<file path="config.mk">
export PLATFORM = sky130hd
export DESIGN_NAME = c6502_bus
export DESIGN_NICKNAME = d
export VERILOG_FILES = /design/src/rtl/c6502_bus.sv
export SDC_FILE = /design/constraint.sdc
export NUM_CORES = 1
export LEC_CHECK = 0
export CORE_MARGIN = 2
export CORE_UTILIZATION = 30
export DETAILED_ROUTE_END_ITERATION = 12
export PLACE_DENSITY = 0.66
export SYNTH_ARGS = -nofsm -noshare
export SYNTH_HDL_FRONTEND = slang
export SYNTH_SLANG_ARGS = --single-unit
</file>
<file path="constraint.sdc">
create_clock -name clock -period 3 [get_ports clock]
set_input_delay 0.6 -clock clock [delete_from_list [all_inputs] [get_ports clock]]
set_output_delay 0.6 -clock clock [all_outputs]
set_load 0.005 [all_outputs]
</file>
<file path="src/rtl/c6502_bus.sv">
// Bridge between the c6502 core and RAM, a local I/O page and a slow req/ack external region.
// RAM/IO accesses complete with no stall; external accesses hold cpu_ce low until ack or timeout.
module c6502_bus #(
    parameter logic [7:0] IO_PAGE  = 8'hBF,
    parameter logic [7:0] EXT_BASE = 8'hC0,
    parameter logic [7:0] TIMEOUT  = 8'd255
) (
    input  logic        clock,
    input  logic        reset_n,
    input  logic [15:0] cpu_address,
    input  logic [7:0]  cpu_out,
    input  logic        cpu_we,
    output logic [7:0]  cpu_in,
    output logic        cpu_ce,
    output logic [15:0] ram_address,
    output logic [7:0]  ram_data,
    output logic        ram_we,
    input  logic [7:0]  ram_q,
    output logic        ext_req,
    output logic        ext_we,
    output logic [15:0] ext_address,
    output logic [7:0]  ext_wdata,
    input  logic [7:0]  ext_rdata,
    input  logic        ext_ack
);

    typedef enum logic [1:0] {
        S_IDLE = 2'd0,
        S_WAIT = 2'd1,
        S_DONE = 2'd2
    } state_t;

    state_t      r_state;
    state_t      w_state_nxt;

    logic        r_ext_req;
    logic        r_ext_we;
    logic [15:0] r_ext_address;
    logic [7:0]  r_ext_wdata;
    logic [7:0]  r_rdat;
    logic [15:0] r_cnt;
    logic [7:0]  r_shadow;
    logic        r_tmo;
    logic [7:0]  r_wcnt;

    logic [7:0]  w_hi;
    logic [7:0]  w_io_off;
    logic        w_ext_hit;
    logic        w_io_hit;
    logic        w_idle_dec;
    logic        w_wait_last;
    logic [7:0]  w_io_rdata;

    assign w_hi        = cpu_address[15:8];
    assign w_io_off    = cpu_address[7:0];
    assign w_ext_hit   = (w_hi >= EXT_BASE);
    assign w_io_hit    = !w_ext_hit && (w_hi == IO_PAGE);
    // While reset is held the outputs decode as if idle, whatever the state register holds.
    assign w_idle_dec  = (r_state == S_IDLE) || !reset_n;
    assign w_wait_last = (r_wcnt == (TIMEOUT - 8'd1));

    assign ram_address = cpu_address;
    assign ram_data    = cpu_out;
    assign ext_req     = r_ext_req;
    assign ext_we      = r_ext_we;
    assign ext_address = r_ext_address;
    assign ext_wdata   = r_ext_wdata;

    always_comb begin
        w_io_rdata = 8'h00;
        case (w_io_off)
            8'h00:   w_io_rdata = r_cnt[7:0];
            8'h01:   w_io_rdata = r_shadow;
            8'h02:   w_io_rdata = {7'b0, r_tmo};
            default: w_io_rdata = 8'h00;
        endcase
    end

    always_ff @(posedge clock) begin
        if (!reset_n) begin
            r_state <= S_IDLE;
        end else begin
            r_state <= w_state_nxt;
        end
    end

    always_comb begin
        w_state_nxt = r_state;
        case (r_state)
            S_IDLE:  if (w_ext_hit) w_state_nxt = S_WAIT;
            S_WAIT:  if (ext_ack || w_wait_last) w_state_nxt = S_DONE;
            S_DONE:  w_state_nxt = S_IDLE;
            default: w_state_nxt = S_IDLE;
        endcase
    end

    always_comb begin
        cpu_ce = 1'b1;
        cpu_in = 8'h00;
        ram_we = 1'b0;
        if (w_idle_dec) begin
            if (w_ext_hit) begin
                cpu_ce = 1'b0;
            end else if (w_io_hit) begin
                cpu_in = w_io_rdata;
            end else begin
                cpu_in = ram_q;
                ram_we = cpu_we && reset_n;
            end
        end else if (r_state == S_WAIT) begin
            cpu_ce = 1'b0;
            cpu_in = r_rdat;
        end else begin
            cpu_in = r_rdat;
        end
    end

    always_ff @(posedge clock) begin
        if (!reset_n) begin
            r_ext_req     <= 1'b0;
            r_ext_we      <= 1'b0;
            r_ext_address <= 16'h0000;
            r_ext_wdata   <= 8'h00;
            r_rdat        <= 8'h00;
            r_cnt         <= 16'h0000;
            r_shadow      <= 8'h00;
            r_tmo         <= 1'b0;
            r_wcnt        <= 8'h00;
        end else begin
            if (cpu_ce) begin
                r_cnt <= r_cnt + 16'd1;
            end
            case (r_state)
                S_IDLE: begin
                    if (w_ext_hit) begin
                        r_ext_req     <= 1'b1;
                        r_ext_we      <= cpu_we;
                        r_ext_address <= cpu_address;
                        r_ext_wdata   <= cpu_out;
                        r_wcnt        <= 8'h00;
                    end else if (w_io_hit) begin
                        if (w_io_off == 8'h00 && !cpu_we) begin
                            r_shadow <= r_cnt[15:8];
                        end
                        if (w_io_off == 8'h02 && cpu_we) begin
                            r_tmo <= 1'b0;
                        end
                    end
                end
                S_WAIT: begin
                    // Ack takes priority over a timeout landing in the same cycle.
                    if (ext_ack) begin
                        r_ext_req <= 1'b0;
                        if (!r_ext_we) begin
                            r_rdat <= ext_rdata;
                        end
                    end else if (w_wait_last) begin
                        r_ext_req <= 1'b0;
                        r_rdat    <= 8'hFF;
                        r_tmo     <= 1'b1;
                    end else begin
                        r_wcnt <= r_wcnt + 8'd1;
                    end
                end
                default: ;
            endcase
        end
    end

endmodule

</file>
==> impl_metrics.csv, run 1 <==
group,metric,value,unit
outcome,status,"finished clean",
detailed_routing,wl_per_cell,14.5,um
synth,synthAdderAreaFrac,1.15,%
critical_path,rr_startpoint,"r_wcnt[2]$_SDFFE_PN0P_",
synth,synth_top_family_by_area,"simple AND/OR/NAND/NOR gates",
floorplanning,initial_core_util,30.5,%
timing,drv_slew,0,
timing,whs,456,ps
timing,period_share,98.8,%
critical_path,timing.reg2reg.setup_slack,1060,ps
grt,grt_overflow_total,0,
floorplanning,die_y,109,um
synth,ys_ff_latch,69,
finish,stdcell_area,4740,sq um
timing,relSlewSlack,62.4,%
finish,drive_gt1_share,15.2,%
synth,synth-compound-area-share,18.6,%
flow_run,maxCapViolations,0,
synth,synth_simple_gate_area_share,22.6,%
synth,yosys_warnings,0,
finish,area_delta_synth_final,44.6,%
synth,synth_seq_area_share,42.1,%
synth,netlist_top_cells_area,"dfxtp_1, nand2_1, a21oi_1, buf_4, mux2i_1",
grt,grt_pass1_wl,14800,um
placed_design,dpl.hpwl,6760,um
clocking,cts_sinks,69,
synth,yosysTopAreaCell,"dfxtp_1",
power,ir_drop,0.158,mV
synth,ys_top_cells_by_count,"nand2_1, dfxtp_1, a21oi_1",
critical_path,critPathMaxFanout,4,
timing,fin_crit,2960,ps
detailed_routing,first_pass_iters,4,
synth,synth_cell_types,50,
synth,synth-xor-area-share,1.34,%
synth,synth-edff-count,0,
power,finalPower,1930,uW
clocking,clk_pin_slew,60,ps
timing,skew,7.44,ps
synth,yosysTopAreaCellShare,42.1,%
floorplanning,die_w,109,um
synth,synthFlopType,"dfxtp_1",
finish,diodes,0,
synth,synth.avg_cell_area,8.41,sq um
placed_design,io_buffer_count,103,
clocking,numCtsBuffers,9,
critical_path,critPathKind,"in2out",
critical_path,crit_required,2400,ps
detailed_routing,via_per_inst,5.04,
power,leakagePower,0.00182,uW
synth,syn_nets,437,
detailed_routing,vias,3226,
clocking,cts_max_path_buffers,2,
synth,synth.area.mux_share,5.27,%
grt,antenna_found_initial,0,
timing,finalSetupViolCount,0,
timing,hold_violations,0,
floorplanning,die_area,11800,sq um
detailed_routing,drc,0,
clocking,cts.htree.levels,3,
clocking,clock_latency,340,ps
placed_design,place_congestion,0.779,
timing,tns,0,ps
timing,tightest_slew,561,ps
placed_design,placed_area,4450,sq um
floorplanning,io_pins,104,
critical_path,r2r-end,"r_rdat[0]$_SDFFE_PN0P_",
detailed_routing,ant_nets,0,
grt,grt_pass1_vias,3048,
placed_design,place_inst,619,
critical_path,worstPathArrival,2360,ps
worst_hold_path,worstHoldStart,"ext_wdata[3]$_SDFFE_PN0P_",
power,power.density,406,nW/um^2
grt,grt_usage,15.9,%
synth,synth_area,3280,sq um
floorplanning,core,10700,sq um
finish,nets,542,
detailed_routing,wl,9250,um
synth,async_flop_share,0,%
clocking,root_buffer,"clkbuf_8",
clocking,cts_tree,"done",
worst_hold_path,hold_end,"ext_wdata[3]$_SDFFE_PN0P_",
worst_hold_path,hp-class,"reg2reg",
critical_path,reg2reg_depth,4,
detailed_routing,drt_iter0_drc,180,
floorplanning,rows,38,
timing,clock.fmax,337,MHz
synth,synthCells,390,
finish,finalNonFillerCells,640,
critical_path,end_kind,"primary output",
critical_path,worstSetupStartpointType,"input pin",
synth,synth.most_common_cell,"nand2_1",
grt,grt_max_degree,45,
worst_hold_path,worstHoldPathCells,2,
[registers in the layout, summed over array words and instances (netlist names)]
| name | count |
|---|---|
| ext_wdata | 8 |
| r_state | 2 |
| r_wcnt | 8 |
| r_tmo | 1 |
| ext_address | 16 |
| ext_req | 1 |
| r_cnt | 16 |
| ext_we | 1 |
| r_shadow | 8 |
| r_rdat | 8 |
[worst max-delay path: stages]
cell and delay [ps]:
clkdlybuf4s50_1 430, and4b_2 340, a221oi_2 70, buf_4 150, buf_4 140, buf_4 130
a221o_1 290, clkdlybuf4s15_2 210
[per-stage QoR]
step | worst slack, ps | utilization [%]
after floorplan | 535 | -
after global placement | -435 | 41.4
after detailed placement | -386 | 41.4
after CTS | -148 | 43.6
after global routing | -4.46 | 44.1
final | 36.1 | 44.1
[power by group]
group	internal, uW	switching, uW	leakage, uW
Sequential	944	19.5	0.000560
Combinational	188	137	0.00118
Clock	295	344	0.0000829
[cells in the final DEF (no fill, tap or decap), types with 2 or more instances in the layout]
| cell type | count |
|---|---|
| nand3_1 | 12 |
| inv_1 | 5 |
| clkinv_2 | 4 |
| clkdlybuf4s50_1 | 86 |
| or3_1 | 12 |
| buf_4 | 32 |
| clkbuf_8 | 9 |
| o31ai_1 | 6 |
| a22o_1 | 3 |
| nor2_1 | 18 |
| nor3_1 | 2 |
| o221a_2 | 8 |
| xnor2_1 | 3 |
| nand2b_1 | 4 |
| nor4_4 | 3 |
| a21o_1 | 3 |
| a21oi_1 | 43 |
| mux2i_1 | 15 |
| dfxtp_1 | 69 |
| a221o_1 | 4 |
| o21ai_0 | 12 |
| dlygate4sd2_1 | 6 |
| or4_1 | 5 |
| nand4_1 | 7 |
| clkdlybuf4s15_2 | 2 |
| o22ai_1 | 2 |
| mux2_2 | 2 |
| nor4_1 | 3 |
| clkbuf_1 | 2 |
| a22oi_1 | 2 |
| ha_1 | 3 |
| xor2_1 | 2 |
| and4_1 | 2 |
| nand2_1 | 75 |
| dlymetal6s2s_1 | 8 |
[routing by layer]
layer  GRT usage, %  vias to the layer above  share of wire, %
li1               -                     1593                 -
met1           19.8                     1525                45
met2           26.7                       98                47
met3           4.16                       10               6.9
met4           5.40                        0               1.3
met5              0                        -                 0
[worst max-delay path by stage]
stage | from | end | slack [ps] | cells after the start
global route | cpu_address[8] | cpu_in[7] | -4 | 8
finish | cpu_address[14] | cpu_in[7] | 40 | 8
CTS | cpu_address[12] | cpu_in[6] | -150 | 7
detailed placement | cpu_address[2] | cpu_in[6] | -390 | 8
global placement | cpu_address[2] | cpu_in[6] | -430 | 8
floorplan | reset_n | cpu_in[2] | 540 | 6
[cell type report]
| cell class | instances | area, sq um |
|---|---|---|
| Tap cell | 140 | 175 |
| Sequential cell | 69 | 1380 |
| Fill cell | 1092 | 6000 |
| Inverter | 6 | 22.5 |
| Clock inverter | 5 | 27.5 |
| Multi-Input combinational cell | 271 | 1680 |
| Timing Repair Buffer | 138 | 1330 |
| Clock buffer | 11 | 131 |
[what timing repair did]
action / in CTS / in global routing
setup buffers: 3 / 4
endpoints found under the setup margin: 9 / 7
pin swaps: 3 / 4
hold buffers: 0 / 0
gates resized for setup: 24 / 14
[kinds of logic (layout without fill, tap and decap cells)]
logic type | Yosys count | in the layout
and+or+nand+nor | 153 | 153
AOI/OAI and AO/OA | 93 | 93
DFF | 69 | 69
buffers and inverters | 50 | 160
muxes | 17 | 17
xor gates and xnor gates | 5 | 5
adders and majority gates | 3 | 3
Power figures use the tool's default switching activity.
==> inputs of run 2 (changes only) <==
Settings changed: PLACE_DENSITY 0.66 to 0.68.
Clock period 3 ns to 2.7 ns, I/O delays scaled along.
==> impl_metrics.csv, run 2 (synthesis gave the netlist of run 1 again) <==
group,metric,value,unit
outcome,status,"finished clean",
critical_path,critPathKind,"in2out",
detailed_routing,first_pass_iters,5,
floorplanning,die_w,109,um
floorplanning,io_pins,104,
finish,area_delta_synth_final,46.8,%
detailed_routing,vias,3238,
detailed_routing,drt_iter0_drc,181,
critical_path,rr_startpoint,"r_wcnt[2]$_SDFFE_PN0P_",
clocking,cts_tree,"done",
detailed_routing,via_per_inst,5.02,
power,power.density,490,nW/um^2
clocking,clock_latency,350,ps
critical_path,slowest_delay,530,ps
grt,antenna_found_initial,0,
critical_path,crit_required,2160,ps
critical_path,slowest_stage,"clkdlybuf4s50_1",
placed_design,io_buffer_count,103,
clocking,clk_pin_slew,70,ps
critical_path,cp_top_family,"buffers and inverters",
floorplanning,die_y,109,um
placed_design,pre_cts_slack,-570,ps
critical_path,end_kind,"primary output",
placed_design,place_inst,620,
timing,tns,0,ps
worst_hold_path,worstHoldStart,"ext_address[7]$_SDFFE_PN0P_",
timing,drv_slew,0,
finish,nets,547,
clocking,root_buffer,"clkbuf_8",
power,leakagePower,0.00182,uW
grt,grt_max_degree,45,
detailed_routing,ant_nets,0,
placed_design,placed_area,4470,sq um
timing,finalSetupViolCount,0,
critical_path,timing.critical_path.from,"cpu_address[0]",
timing,clock.fmax,378,MHz
detailed_routing,wl_per_cell,14.5,um
grt,grt_pass1_vias,3079,
timing,period_share,97.9,%
critical_path,critPathMaxFanout,11,
worst_hold_path,hp-class,"reg2reg",
timing,skew,9.73,ps
clocking,cts.htree.levels,3,
clocking,numCtsBuffers,9,
grt,grt_overflow_total,0,
finish,finalNonFillerCells,645,
timing,finalWorstSetupSlack,56.6,ps
detailed_routing,wl,9340,um
timing,relSlewSlack,68.5,%
critical_path,path_buf_inv,3,
clocking,cts_hold_buf,0,
grt,grt_usage,16.2,%
clocking,cts_max_path_buffers,2,
finish,final_cell_mix,"clkdlybuf4s50_1, nand2_1, dfxtp_1",
critical_path,timing.reg2reg.setup_slack,790,ps
flow_run,maxCapViolations,0,
critical_path,worstPathArrival,2100,ps
floorplanning,initial_core_util,30.5,%
floorplanning,rows,38,
floorplanning,die_area,11800,sq um
timing,fin_crit,2640,ps
critical_path,cp_cell_sequence,"clkdlybuf4s50_1 -> buf_12 -> mux2i_1 -> nor4_4 -> a221o_1 -> dlygate4sd2_1",
finish,drive_gt1_share,17.6,%
finish,final_common_cell,"clkdlybuf4s50_1",
finish,stdcell_area,4810,sq um
timing,tightest_slew,473,ps
finish,diodes,0,
power,ir_drop,0.358,mV
placed_design,place_congestion,0.801,
finish,utilization,44.8,%
floorplanning,core,10700,sq um
detailed_routing,drc,0,
critical_path,worstSetupStartpointType,"input pin",
timing,rsz0062_at_grt,"false",
clocking,cts_sinks,69,
grt,grt_pass1_wl,14900,um
placed_design,dpl.hpwl,6870,um
timing,hold_violations,0,
-- run 2: changes by cell type in the layout (fill, tap and decap cells not counted), sizes merged --
cell	delta
bufinv	+2
clkinvlp	-1
clkdlybuf4s50	-5
clkdlybuf4s15	+2
clkbuf	-1
buf	+10
dlymetal6s2s	-7
dlygate4sd2	+5
-- run 2: worst paths after layout --
kind / end / cells after the start
max: cpu_in[1] / 6
min: ext_address[7]$_SDFFE_PN0P_ / 2
max reg2reg: r_rdat[0]$_SDFFE_PN0P_ / 4
min reg2reg: ext_address[7]$_SDFFE_PN0P_ / 2
-- run 2: layout make-up --
cell class,instances,area (sq um)
inverters,6,22.5
flip-flops and latches,69,1380
clock inverters,6,87.6
clock buffers,10,128
fillers,1074,5930
multi-input cells,271,1690
well taps,140,175
repair buffers,143,1320
-- run 2: tightest hold or removal path, stage by stage (launching register included) --
cell,delay (ps)
dfxtp_1,310
nand2_1,50
a21oi_1,50
-- run 2: metal layers --
metal	vias to the layer above	part of all wire (%)	global-route usage, %
li1	1611	-	-
met1	1520	46	20.6
met2	94	46	26.7
met3	13	6.3	3.62
met4	0	1.8	6.32
met5	-	0	0
-- run 2: metrics by stage --
stage / total power (uW) / hold WS [ps]
after detailed placement: 1450 / 448
final: 2360 / 454
after floorplan: 1240 / 435
after global placement: 1450 / 443
after CTS: 2380 / 457
after global routing: 2470 / 472
-- run 2: timing repair --
item / CTS / global route
buffers inserted: 10 / 1
pin swaps: 9 / 6
setup endpoints to repair: 9 / 4
resized for setup: 52 / 10
-- run 2: power breakdown --
group,total [uW],switching [uW],internal [uW]
registers,1070,22.8,1050
clock network,926,405,520
logic,361,154,206
total,2360,583,1780
